`src/rtl/nibble_serial_subtractor_if.sv`:
```
// Request/result bundle for the nibble-serial subtractor.
// The master side drives the operands; the slave side returns busy/done and the results.
interface nibble_serial_subtractor_if #(
    parameter int WIDTH = 32
);
    logic             start;
    logic [WIDTH-1:0] num1;
    logic [WIDTH-1:0] num2;
    logic             B_in;
    logic             busy;
    logic             done;
    logic [WIDTH-1:0] diff;
    logic             B_out;
    logic             overflow;

    modport master (
        output start, num1, num2, B_in,
        input  busy, done, diff, B_out, overflow
    );

    modport slave (
        input  start, num1, num2, B_in,
        output busy, done, diff, B_out, overflow
    );
endinterface

```
`src/rtl/nibble_serial_subtractor.sv`:
```
// Multi-cycle subtractor: computes num1 - num2 - B_in one nibble per clock, LSB nibble first.
// WIDTH must be a multiple of 4 and at least 8.
module nibble_serial_subtractor #(
    parameter int WIDTH = 32
) (
    input  logic                      clk,
    input  logic                      rst_n,
    nibble_serial_subtractor_if.slave bus
);
    localparam int NIBBLES = WIDTH / 4;
    localparam int CW      = (NIBBLES > 1) ? $clog2(NIBBLES) : 1;
    localparam logic [CW-1:0] LAST_NIB = CW'(NIBBLES - 1);

    typedef enum logic [1:0] {IDLE, RUN, DONE} state_t;

    state_t           state_q, state_d;
    logic [CW-1:0]    cnt_q, cnt_d;
    logic [WIDTH-1:0] a_q, a_d;
    logic [WIDTH-1:0] b_q, b_d;
    logic             borrow_q, borrow_d;
    logic [WIDTH-1:0] diff_q, diff_d;
    logic             b_out_q, b_out_d;
    logic             ovf_q, ovf_d;
    logic             busy_q, busy_d;
    logic             done_q, done_d;

    logic [CW+1:0]    bit_idx;
    logic [3:0]       a_nib;
    logic [3:0]       b_nib;
    logic [4:0]       nib_res;

    always_comb begin
        state_d  = state_q;
        cnt_d    = cnt_q;
        a_d      = a_q;
        b_d      = b_q;
        borrow_d = borrow_q;
        diff_d   = diff_q;
        b_out_d  = b_out_q;
        ovf_d    = ovf_q;
        busy_d   = busy_q;
        done_d   = 1'b0;

        bit_idx  = {cnt_q, 2'b00};
        a_nib    = a_q[bit_idx +: 4];
        b_nib    = b_q[bit_idx +: 4];
        // Bit 4 of the widened difference is the borrow into the next nibble.
        nib_res  = {1'b0, a_nib} - {1'b0, b_nib} - {4'b0000, borrow_q};

        case (state_q)
            IDLE, DONE: begin
                if (bus.start) begin
                    a_d      = bus.num1;
                    b_d      = bus.num2;
                    borrow_d = bus.B_in;
                    cnt_d    = '0;
                    diff_d   = '0;
                    b_out_d  = 1'b0;
                    ovf_d    = 1'b0;
                    busy_d   = 1'b1;
                    state_d  = RUN;
                end else if (state_q == DONE) begin
                    state_d = IDLE;
                end
            end
            RUN: begin
                diff_d[bit_idx +: 4] = nib_res[3:0];
                borrow_d             = nib_res[4];
                if (cnt_q == LAST_NIB) begin
                    // nib_res[3] is the final MSB of diff on the last nibble.
                    cnt_d   = '0;
                    b_out_d = nib_res[4];
                    ovf_d   = (a_q[WIDTH-1] != b_q[WIDTH-1]) && (nib_res[3] != a_q[WIDTH-1]);
                    busy_d  = 1'b0;
                    done_d  = 1'b1;
                    state_d = DONE;
                end else begin
                    cnt_d = cnt_q + 1'b1;
                end
            end
            default: state_d = IDLE;
        endcase
    end

    always_ff @(posedge clk) begin
        if (!rst_n) begin
            state_q  <= IDLE;
            cnt_q    <= '0;
            a_q      <= '0;
            b_q      <= '0;
            borrow_q <= 1'b0;
            diff_q   <= '0;
            b_out_q  <= 1'b0;
            ovf_q    <= 1'b0;
            busy_q   <= 1'b0;
            done_q   <= 1'b0;
        end else begin
            state_q  <= state_d;
            cnt_q    <= cnt_d;
            a_q      <= a_d;
            b_q      <= b_d;
            borrow_q <= borrow_d;
            diff_q   <= diff_d;
            b_out_q  <= b_out_d;
            ovf_q    <= ovf_d;
            busy_q   <= busy_d;
            done_q   <= done_d;
        end
    end

    assign bus.busy     = busy_q;
    assign bus.done     = done_q;
    assign bus.diff     = diff_q;
    assign bus.B_out    = b_out_q;
    assign bus.overflow = ovf_q;
endmodule

```
`src/flat_wrapper.sv`:
```
// flat-port wrapper written by rule: the top's interface ports become plain ports
module nibble_serial_subtractor_flat 
#(
    parameter int WIDTH = 32
)
  (clk, rst_n, bus_start, bus_num1, bus_num2, bus_B_in, bus_busy, bus_done, bus_diff, bus_B_out, bus_overflow);
  nibble_serial_subtractor_if #(.WIDTH(WIDTH)) bus_i ();
  input  logic clk;
  input  logic rst_n;
  input wire logic [$bits(bus_i.start)-1:0] bus_start;
  input wire logic [$bits(bus_i.num1)-1:0] bus_num1;
  input wire logic [$bits(bus_i.num2)-1:0] bus_num2;
  input wire logic [$bits(bus_i.B_in)-1:0] bus_B_in;
  output wire logic [$bits(bus_i.busy)-1:0] bus_busy;
  output wire logic [$bits(bus_i.done)-1:0] bus_done;
  output wire logic [$bits(bus_i.diff)-1:0] bus_diff;
  output wire logic [$bits(bus_i.B_out)-1:0] bus_B_out;
  output wire logic [$bits(bus_i.overflow)-1:0] bus_overflow;
  assign bus_i.start = bus_start;
  assign bus_i.num1 = bus_num1;
  assign bus_i.num2 = bus_num2;
  assign bus_i.B_in = bus_B_in;
  assign bus_busy = bus_i.busy;
  assign bus_done = bus_i.done;
  assign bus_diff = bus_i.diff;
  assign bus_B_out = bus_i.B_out;
  assign bus_overflow = bus_i.overflow;
  nibble_serial_subtractor #(.WIDTH(WIDTH)) u_core (.clk(clk), .rst_n(rst_n), .bus(bus_i));
endmodule
```
`config.mk`:
```
export PLATFORM = sky130hd
export DESIGN_NAME = nibble_serial_subtractor_flat
export DESIGN_NICKNAME = d
export VERILOG_FILES = /design/src/rtl/nibble_serial_subtractor_if.sv /design/src/rtl/nibble_serial_subtractor.sv /design/src/flat_wrapper.sv
export SDC_FILE = /design/constraint.sdc
export NUM_CORES = 1
export LEC_CHECK = 0
export ABC_AREA = 1
export BUFFER_PORTS_ARGS = -buffer_cell sky130_fd_sc_hd__buf_2
export CORE_MARGIN = 2
export CORE_UTILIZATION = 54
export CTS_CLUSTER_SIZE = 40
export DETAILED_ROUTE_END_ITERATION = 10
export GPL_ROUTABILITY_DRIVEN = 0
export HOLD_SLACK_MARGIN = 0.03
export PLACE_DENSITY_LB_ADDON = 0.25
export SYNTH_ARGS = -nofsm -noshare
export SYNTH_HDL_FRONTEND = slang
export SYNTH_SLANG_ARGS = --single-unit
```
`constraint.sdc`:
```
create_clock -name clk -period 3.6 [get_ports clk]
set_clock_uncertainty 0.1 [all_clocks]
set_input_delay 0.18 -clock clk [delete_from_list [all_inputs] [get_ports clk]]
set_output_delay 0.18 -clock clk [all_outputs]
set_load 0.005 [all_outputs]
```
==> flow_metrics.py, run 1 <==
metrics = {
    "floorplan": {
        "die_area_um2": 9194,
        "row_count": 33,
        "coreArea_um2": 8217,
        "io_pins": 104,
        "die_width_um": 95.89,
        "die_h_um": 95.89,
        "initial_core_util_pct": 55.49,
    },
    "timing": {
        "slew_headroom_pct": 24.94,
        "rsz0062_at_grt": "no",
        "fin_crit_ps": 3271,
        "worstMarginPinSlew_ps": 1125,
        "timing.setup.tns_ps": 0,
        "drv_slew": 0,
        "hold_viol": 0,
        "fmaxAchievable_mhz": 305.7,
        "setup_violations": 0,
        "fin_crit_sh_pct": 90.87,
    },
    "grt": {
        "antenna_found_initial": 0,
        "grt_overflow": 0,
        "grt_max_degree": 73,
        "grt_pass1_wl_mm": 20.20,
        "grt_pass1_vias": 4414,
        "track_usage_pct": 28.37,
    },
    "logic_synthesis": {
        "syn_inst": 632,
        "synth_compound_area_share_pct": 18.22,
        "synth-async-reset-ratio_pct": 0,
        "synth-simple-area-share_pct": 26.43,
        "synthFlopType": "dfxtp_1",
        "synth_top_family_by_area": "simple AND/OR/NAND/NOR gates",
        "synthAdderAreaFrac_pct": 3.074,
        "ys_warn_count": 0,
        "synth_edf_count": 0,
        "synth_mux_area_share_pct": 0,
        "syn-cell-area_um2": 4559,
        "synth-seq-area-share_pct": 46.54,
        "syn_avg_cell_area_um2": 7.214,
        "syn_nets": 710,
        "synthXorXnorAreaFrac_pct": 0,
        "synth_cell_type_count": 27,
        "ys_ff_latch": 106,
    },
    "place": {
        "dp_hpwl_mm": 7.865,
        "dp.cells": 807,
        "io_buffer_count": 103,
    },
    "clocking": {
        "root_buffer": "clkbuf_8",
        "clk_latency_ps": 370,
        "path_clk_slew_ps": 110,
        "cts_buffer_depth": 2,
        "post_cts_buffers": 0,
        "numCtsBuffers": 9,
        "h-tree-depth": 3,
        "numClockSinks": 106,
        "cts_tree": "done",
    },
    "critical_path": {
        "path_class": "reg -> reg",
        "cp-start-kind": "flop",
        "cp-end-kind": "flop",
        "critPathRequiredTime_ps": 3750,
        "cp_max_fo": 13,
        "cp.arrival_ps": 3430,
    },
    "pwr": {
        "leakage_uw": 0.002575,
        "vdd_drop_max_mv": 0.2387,
        "p_per_area_nw_per_um2": 443.4,
    },
    "routing": {
        "num_vias": 4718,
        "viasPerCell": 5.319,
        "firstDrtPassIters": 7,
        "ant_nets": 0,
        "drcViolationCount": 0,
        "wirelength_mm": 12.38,
        "wl_per_cell_um": 13.95,
        "drt-initial-drc-count": 383,
    },
    "hold_path": {
        "hold_class": "in -> reg",
    },
    "layout": {
        "diodes": 0,
        "area_growth_pct": 30.02,
        "finish.net_count": 855,
        "drive_gt1_share_pct": 18.03,
        "final_common_cell": "nor2_1",
        "final_cell_mix": "178 x nor2_1, 106 x dfxtp_1, 103 x buf_2",
        "stdcell_count": 887,
    },
    "run_status": {
        "outcome": "finished, final reports clean",
    },
    "run": {
        "cap_violations": 0,
    },
}
-- metrics by stage --
| stage | cell area [um2] | hold slack [ps] | util, % | worst slack [ps] | total power [uW] |
|---|---|---|---|---|---|
| 2_1_floorplan | 4559 | 246.7 | - | 557.8 | 1677 |
| 3_3_place_gp | 5075 | 328.2 | 61.76 | 517.7 | 1814 |
| 3_5_place_dp | 5075 | 334.0 | 61.76 | 392.8 | 1831 |
| 4_1_cts | 5928 | 44.80 | 72.15 | 372.3 | 2628 |
| 5_1_grt | 5928 | 34.14 | 72.15 | 101.9 | 2765 |
| 6_report | 5928 | 53.27 | 72.15 | 328.6 | 2629 |
-- area by class of cell --
cell class | count | area [um2]
inverters | 24 | 92.59
fillers | 655 | 2288
repair buffers | 172 | 1194
multi-input cells | 464 | 2176
well taps | 105 | 131.4
flip-flops and latches | 106 | 2122
clock buffers | 10 | 137.6
clock inverters | 6 | 75.07
-- cells in the mapped netlist (2+ instances only) --
cell	n	share of area (%)
ha_1	8	2.2
buf_1	2	0.16
buf_6	2	0.49
nand3_1	13	1.4
o22ai_1	7	0.96
nand2_2	5	0.69
nor2_1	178	15
a21oi_1	43	4.7
clkbuf_1	25	2.1
inv_2	2	0.16
buf_2	9	0.99
o221ai_1	6	1.2
nand2_1	90	7.4
dfxtp_1	106	47
inv_1	21	1.7
nand3_4	2	0.77
or2_2	2	0.27
o21ai_0	101	11
fa_1	2	0.88
-- path summary, 6_finish.rpt --
kind              cells past startpoint  slack (ps)                             from                              end
setup / recovery                     12         330     u_core.cnt_q[0]$_SDFFE_PN0P_    u_core.bus.B_out$_SDFFE_PN0P_
hold reg to reg                       2         360  u_core.bus.diff[8]$_SDFFE_PN0P_  u_core.bus.diff[8]$_SDFFE_PN0P_
hold / removal                        3          50                         bus_B_in     u_core.borrow_q$_SDFFE_PN0P_
setup reg to reg                     12         330     u_core.cnt_q[0]$_SDFFE_PN0P_    u_core.bus.B_out$_SDFFE_PN0P_
-- critical path, stage by stage, from the launching register on --
cell     delay (ps)
dfxtp_1         620
buf_4           240
o21ai_0         140
o22ai_1         200
o21ai_0         130
fa_1            480
fa_1            420
or2_2           310
a21o_1          170
o21ai_0         150
a21oi_1          60
inv_1            70
a21oi_1          60
-- routing by layer --
metal | part of all wire [%] | vias up | wire length [um] | global-route usage [%]
met5 | 0 | - | 0 | 0
li1 | - | 2350 | - | -
met2 | 49 | 147 | 6061 | 48.19
met1 | 43 | 2187 | 5381 | 35.27
met4 | 2.4 | 0 | 297 | 10.48
met3 | 5.1 | 34 | 637 | 6.265
-- registers in the layout (all words and copies together) (netlist names) --
register / flops
u_core.b_q: 32
u_core.bus.B_out: 1
u_core.borrow_q: 1
u_core.state_q: 2
u_core.a_q: 32
u_core.bus.done: 1
u_core.bus.busy: 1
u_core.bus.overflow: 1
u_core.bus.diff: 32
u_core.cnt_q: 3
-- logic make-up (layout without fill, tap and decap cells) --
logic type                 Yosys count  in the layout
and+or+nand+nor                    295            295
AOI/OAI and AO/OA                  159            159
DFF                                106            106
buffers and inverters               62            212
adders and majority gates           10             10
-- report_power, final --
group	switching [uW]	leakage [uW]	internal, uW
sequential	52.2	0.000870	1240
combinational	347	0.00160	228
clock	410	0.000105	349
total	809	0.00257	1820
-- timing repair --
item                       in CTS  in global routing
hold buffers                   64                  0
setup endpoints to repair       0                  0
hold endpoints to repair       64                  0
gates resized for setup         0                  0
(Power assumes the default switching activity.)
==> run 2, diff against run 1 <==
- CORE_ASPECT_RATIO: not set -> 1.75
- GPL_TIMING_DRIVEN: not set -> 0
- SLEW_MARGIN: not set -> 10
==> run 2 against run 1 <==
Against the previous run: register-to-register slack got worse by 210 ps; via count is 1.4% higher; highest routed layer unchanged; final cell count increased by 0.79%; global-route usage up 1.4 points; combinational power is 4.7% higher; largest power group unchanged; clock power rose by 18%.
==> flow_metrics.py, run 2 (same netlist as run 1, synthesis figures left out) <==
metrics = {
    "clocking": {
        "cts_buffer_depth": 2,
        "post_cts_buffers": 0,
        "root_buffer": "clkbuf_16",
        "numCtsBuffers": 9,
        "clk_latency_ps": 350,
        "path_clk_slew_ps": 70,
        "numClockSinks": 106,
        "h-tree-depth": 3,
        "cts_tree": "done",
    },
    "critical_path": {
        "cp.arrival_ps": 3660,
        "cp-end-kind": "flop",
        "cp_max_fo": 10,
        "critPathRequiredTime_ps": 3770,
        "cp-start-kind": "flop",
        "path_class": "reg -> reg",
    },
    "routing": {
        "drt-initial-drc-count": 235,
        "firstDrtPassIters": 4,
        "drcViolationCount": 0,
        "num_vias": 4784,
        "viasPerCell": 5.351,
        "wl_per_cell_um": 14.77,
        "wirelength_mm": 13.20,
        "ant_nets": 0,
    },
    "layout": {
        "fin_util_pct": 72.41,
        "diodes": 0,
        "final_cell_mix": "178 x nor2_1, 112 x buf_2, 106 x dfxtp_1",
        "final_common_cell": "nor2_1",
        "drive_gt1_share_pct": 18.33,
        "finish.net_count": 875,
        "area_growth_pct": 31.15,
        "final_area_um2": 5979,
    },
    "timing": {
        "drv_slew": 0,
        "timing.setup.tns_ps": 0,
        "rsz0062_at_grt": "no",
        "slew_headroom_pct": 61.97,
        "setup_violations": 0,
        "fin_crit_ps": 3483,
        "worstMarginPinSlew_ps": 570.5,
        "fin_crit_sh_pct": 96.74,
        "fmaxAchievable_mhz": 287.1,
        "hold_viol": 0,
        "setup_slack_ps": 117.5,
    },
    "floorplan": {
        "die_area_um2": 9223,
        "io_pins": 104,
        "die_h_um": 125.6,
        "row_count": 44,
        "coreArea_um2": 8258,
        "initial_core_util_pct": 55.21,
        "die_width_um": 73.46,
    },
    "pwr": {
        "leakage_uw": 0.002627,
        "vdd_drop_max_mv": 0.3853,
        "p_per_area_nw_per_um2": 465.4,
    },
    "grt": {
        "grt_pass1_vias": 4867,
        "grt_max_degree": 16,
        "antenna_found_initial": 0,
        "track_usage_pct": 29.78,
        "grt_overflow": 0,
        "grt_pass1_wl_mm": 21.21,
    },
    "place": {
        "dp_hpwl_mm": 9.355,
        "io_buffer_count": 103,
        "post_dp_cell_area_um2": 5190,
        "dpl_worst_slack_ps": -7.019,
    },
    "run": {
        "cap_violations": 0,
    },
    "run_status": {
        "outcome": "finished, final reports clean",
    },
    "hold_path": {
        "hold_class": "in -> reg",
    },
}
[run 2: repair_timing]
item,4_1_cts,5_1_grt
setup endpoints to repair,3,10
gates resized for setup,1,8
hold buffers,52,0
hold endpoints to repair,52,0
[run 2: final cells by class]
| class | instances | area [um2] |
|---|---|---|
| Fill cell | 691 | 2278 |
| Sequential cell | 106 | 2122 |
| Tap cell | 92 | 115.1 |
| Clock inverter | 3 | 15.01 |
| Inverter | 24 | 92.59 |
| Multi-Input combinational cell | 464 | 2176 |
| Clock buffer | 13 | 250.2 |
| Buffer | 37 | 172.7 |
| Timing Repair Buffer | 155 | 1036 |
[run 2: path summary, 6_finish.rpt]
kind | slack [ps] | end | start | cells after the start
hold reg to reg | 360 | u_core.bus.diff[5]$_SDFFE_PN0P_ | u_core.bus.diff[5]$_SDFFE_PN0P_ | 2
hold / removal | 30 | u_core.b_q[16]$_SDFFE_PN0P_ | bus_num2[16] | 3
setup / recovery | 120 | u_core.bus.diff[30]$_SDFFE_PN0P_ | u_core.cnt_q[0]$_SDFFE_PN0P_ | 12
setup reg to reg | 120 | u_core.bus.diff[30]$_SDFFE_PN0P_ | u_core.cnt_q[0]$_SDFFE_PN0P_ | 12
[run 2: routing by layer]
layer / up-vias / routed length (um) / GRT usage [%]
met1: 2188 / 4746 / 28.79
met4: 0 / 780 / 19.36
li1: 2392 / - / -
met5: - / 0 / 0
met3: 51 / 478 / 3.787
met2: 153 / 7195 / 55.51
[run 2: where the power goes]
part | leakage, uW | switching [uW] | total [uW] | internal [uW]
Sequential | 0.000870 | 41.3 | 1280 | 1240
Combinational | 0.00162 | 377 | 602 | 225
Clock | 0.000133 | 412 | 897 | 485
Total | 0.00263 | 830 | 2780 | 1950
[run 2: worst max-delay path: stages, from the launching register on]
cell and delay [ps]:
dfxtp_1 360, buf_6 150, buf_2 250, buf_2 290, nor2_1 110, o221ai_1 190, o21ai_0 150, fa_1 470
fa_1 420, or2_2 320, nand2_1 300, nand2_1 110, a21oi_1 170
[run 2: stage by stage]
step | instances | hold slack [ps] | power, uW
2_1_floorplan | 632 | 246.7 | 1677
3_3_place_gp | 827 | 330.3 | 1843
3_5_place_dp | 827 | 336.1 | 1857
4_1_cts | 895 | 33.25 | 2776
5_1_grt | 894 | 40.06 | 2910
6_report | 894 | 31.54 | 2783
==> run 3, diff against run 2 <==
- CORE_ASPECT_RATIO: 1.75 -> 0.7
==> run 3 against run 2 <==
Against the previous run: critical path type unchanged; critical path depth unchanged; clock-buffer cell count shrank 4; combinational power grew 3.3%; utilization is 0.44 points higher; sequential power is essentially flat.
==> flow_metrics.py, run 3 (same netlist as run 1, synthesis figures left out) <==
metrics = {
    "clocking": {
        "path_clk_slew_ps": 70,
        "numCtsBuffers": 9,
        "cts_buffer_depth": 2,
        "root_buffer": "clkbuf_16",
        "h-tree-depth": 3,
        "numClockSinks": 106,
        "clk_latency_ps": 350,
        "cts_tree": "done",
    },
    "hold_path": {
        "worstHoldStart": "bus_num2[6]",
        "holdPathStages": 3,
        "holdPathEnd": "u_core.b_q[6]$_SDFFE_PN0P_",
        "hold_class": "in -> reg",
    },
    "routing": {
        "ant_nets": 0,
        "drt-initial-drc-count": 522,
        "firstDrtPassIters": 5,
        "viasPerCell": 5.411,
        "num_vias": 4929,
        "wirelength_mm": 13.49,
        "wl_per_cell_um": 14.80,
        "drcViolationCount": 0,
    },
    "timing": {
        "timing.setup.tns_ps": 0,
        "fmaxAchievable_mhz": 294.4,
        "slew_headroom_pct": 63.26,
        "worstMarginPinSlew_ps": 551.2,
        "hold_viol": 0,
        "fin_crit_sh_pct": 94.36,
        "fin_crit_ps": 3397,
        "setup_violations": 0,
        "drv_slew": 0,
        "rsz0062_at_grt": "no",
    },
    "critical_path": {
        "cp_slowest_cell": "dfxtp_1",
        "slowest_delay_ps": 520,
        "crit_top_cell": "o21ai_0",
        "cp-start-kind": "flop",
        "cp_top_family": "compound AO/OA/AOI/OAI gates",
        "cp-end-kind": "flop",
        "r2r_slack_ps": 200,
        "crit_buf_inv": 2,
        "path_class": "reg -> reg",
        "r2r_cells": 12,
        "reg2reg_from": "u_core.cnt_q[1]$_SDFFE_PN0P_",
        "r2r-end": "u_core.borrow_q$_SDFFE_PN0P_",
        "cp_max_fo": 10,
        "cp.arrival_ps": 3540,
        "critPathRequiredTime_ps": 3740,
        "path_cells": "clkbuf_2 -> o21ai_0 -> o22ai_1 -> o21ai_0 -> fa_1 -> fa_1 -> or2_2 -> a21o_1 -> o21ai_0 -> a21oi_1 -> inv_1 -> a21oi_1",
    },
    "pwr": {
        "vdd_drop_max_mv": 0.3047,
        "leakage_uw": 0.002651,
        "p_per_area_nw_per_um2": 477.6,
    },
    "floorplan": {
        "die_h_um": 80.88,
        "row_count": 28,
        "die_width_um": 113.8,
        "io_pins": 104,
        "initial_core_util_pct": 54.68,
        "die_area_um2": 9206,
        "coreArea_um2": 8338,
    },
    "grt": {
        "grt_max_degree": 19,
        "grt_overflow": 0,
        "antenna_found_initial": 0,
        "grt_pass1_wl_mm": 21.05,
        "track_usage_pct": 29.64,
        "grt_pass1_vias": 4518,
    },
    "layout": {
        "area_growth_pct": 33.23,
        "drive_gt1_share_pct": 18.86,
        "final_common_cell": "nor2_1",
        "diodes": 0,
        "fin_util_pct": 72.85,
        "n_fill_cell": 679,
        "finish.net_count": 879,
        "final_cell_mix": "178 x nor2_1, 110 x buf_2, 106 x dfxtp_1",
        "stdcell_count": 911,
    },
    "run_status": {
        "outcome": "finished, final reports clean",
    },
    "place": {
        "dp_hpwl_mm": 9.436,
        "io_buffer_count": 103,
        "dp.cells": 840,
    },
    "run": {
        "cap_violations": 0,
    },
}
-- run 3: cell types whose count changed in the layout (fill, tap and decap cells not counted), sizes merged --
cell and delta:
buf -2, bufinv +1, clkbuf -1, clkinv -1, clkinvlp +2, dlygate4sd3 +3
inv +2
-- run 3: worst max path at each step --
stage,startpoint,end,cells past startpoint
after CTS,u_core.cnt_q[0]$_SDFFE_PN0P_,u_core.bus.diff[10]$_SDFFE_PN0P_,13
after global routing,u_core.cnt_q[0]$_SDFFE_PN0P_,u_core.borrow_q$_SDFFE_PN0P_,14
final,u_core.cnt_q[1]$_SDFFE_PN0P_,u_core.borrow_q$_SDFFE_PN0P_,12
after floorplan,u_core.cnt_q[0]$_SDFFE_PN0P_,u_core.borrow_q$_SDFFE_PN0P_,14
after detailed placement,u_core.cnt_q[0]$_SDFFE_PN0P_,u_core.bus.diff[10]$_SDFFE_PN0P_,12
after global placement,u_core.cnt_q[0]$_SDFFE_PN0P_,u_core.bus.B_out$_SDFFE_PN0P_,14
-- run 3: cell type report --
cell class                      instances  area (um2)  share of cell area (%)
Buffer                                 38       182.7                   3.007
Clock buffer                            9       225.2                   3.708
Clock inverter                          7       76.32                   1.256
Inverter                               24       92.59                   1.524
Multi-Input combinational cell        464        2178                   35.86
Sequential cell                       106        2122                   34.93
Tap cell                              105       131.4                   2.163
Timing Repair Buffer                  158        1066                   17.55
-- run 3: through the flow --
| step | cell area [um2] | hold WS [ps] | power, uW | setup slack (ps) |
|---|---|---|---|---|
| 2_1_floorplan | 4559 | 246.7 | 1677 | 557.8 |
| 5_1_grt | 6075 | 47.81 | 3025 | 31.32 |
| 6_report | 6075 | 42.47 | 2901 | 203.0 |
| 3_3_place_gp | 5206 | 329.1 | 1838 | 96.18 |
| 3_5_place_dp | 5206 | 340.5 | 1862 | -2.839 |
| 4_1_cts | 6060 | 32.15 | 2890 | 32.77 |
-- run 3: tightest hold or removal path: stages --
cell and delay [ps]:
buf_2 80, o21ai_0 110, nor2_1 90
-- run 3: power by group --
| part | total, uW | internal (uW) | switching [uW] | leakage (uW) |
|---|---|---|---|---|
| Combinational | 622 | 233 | 389 | 0.00164 |
| Sequential | 1290 | 1240 | 42.9 | 0.000870 |
| Clock | 993 | 544 | 449 | 0.000142 |
-- run 3: per-layer routing --
| metal | track usage, % | vias up | wire, um |
|---|---|---|---|
| li1 | - | 2403 | - |
| met1 | 39.13 | 2260 | 5920 |
| met2 | 47.72 | 244 | 6030 |
| met3 | 8.209 | 22 | 1309 |
| met4 | 9.512 | 0 | 225 |
| met5 | 0 | - | 0 |
-- run 3: repair_timing --
item                                   CTS  global route
setup buffers                            0             0
resized for setup                        1            13
endpoints found under the hold margin   55             0
hold buffers                            55             0
cloned                                   0             0
pin swaps                                0             0
setup endpoints to repair                4            18
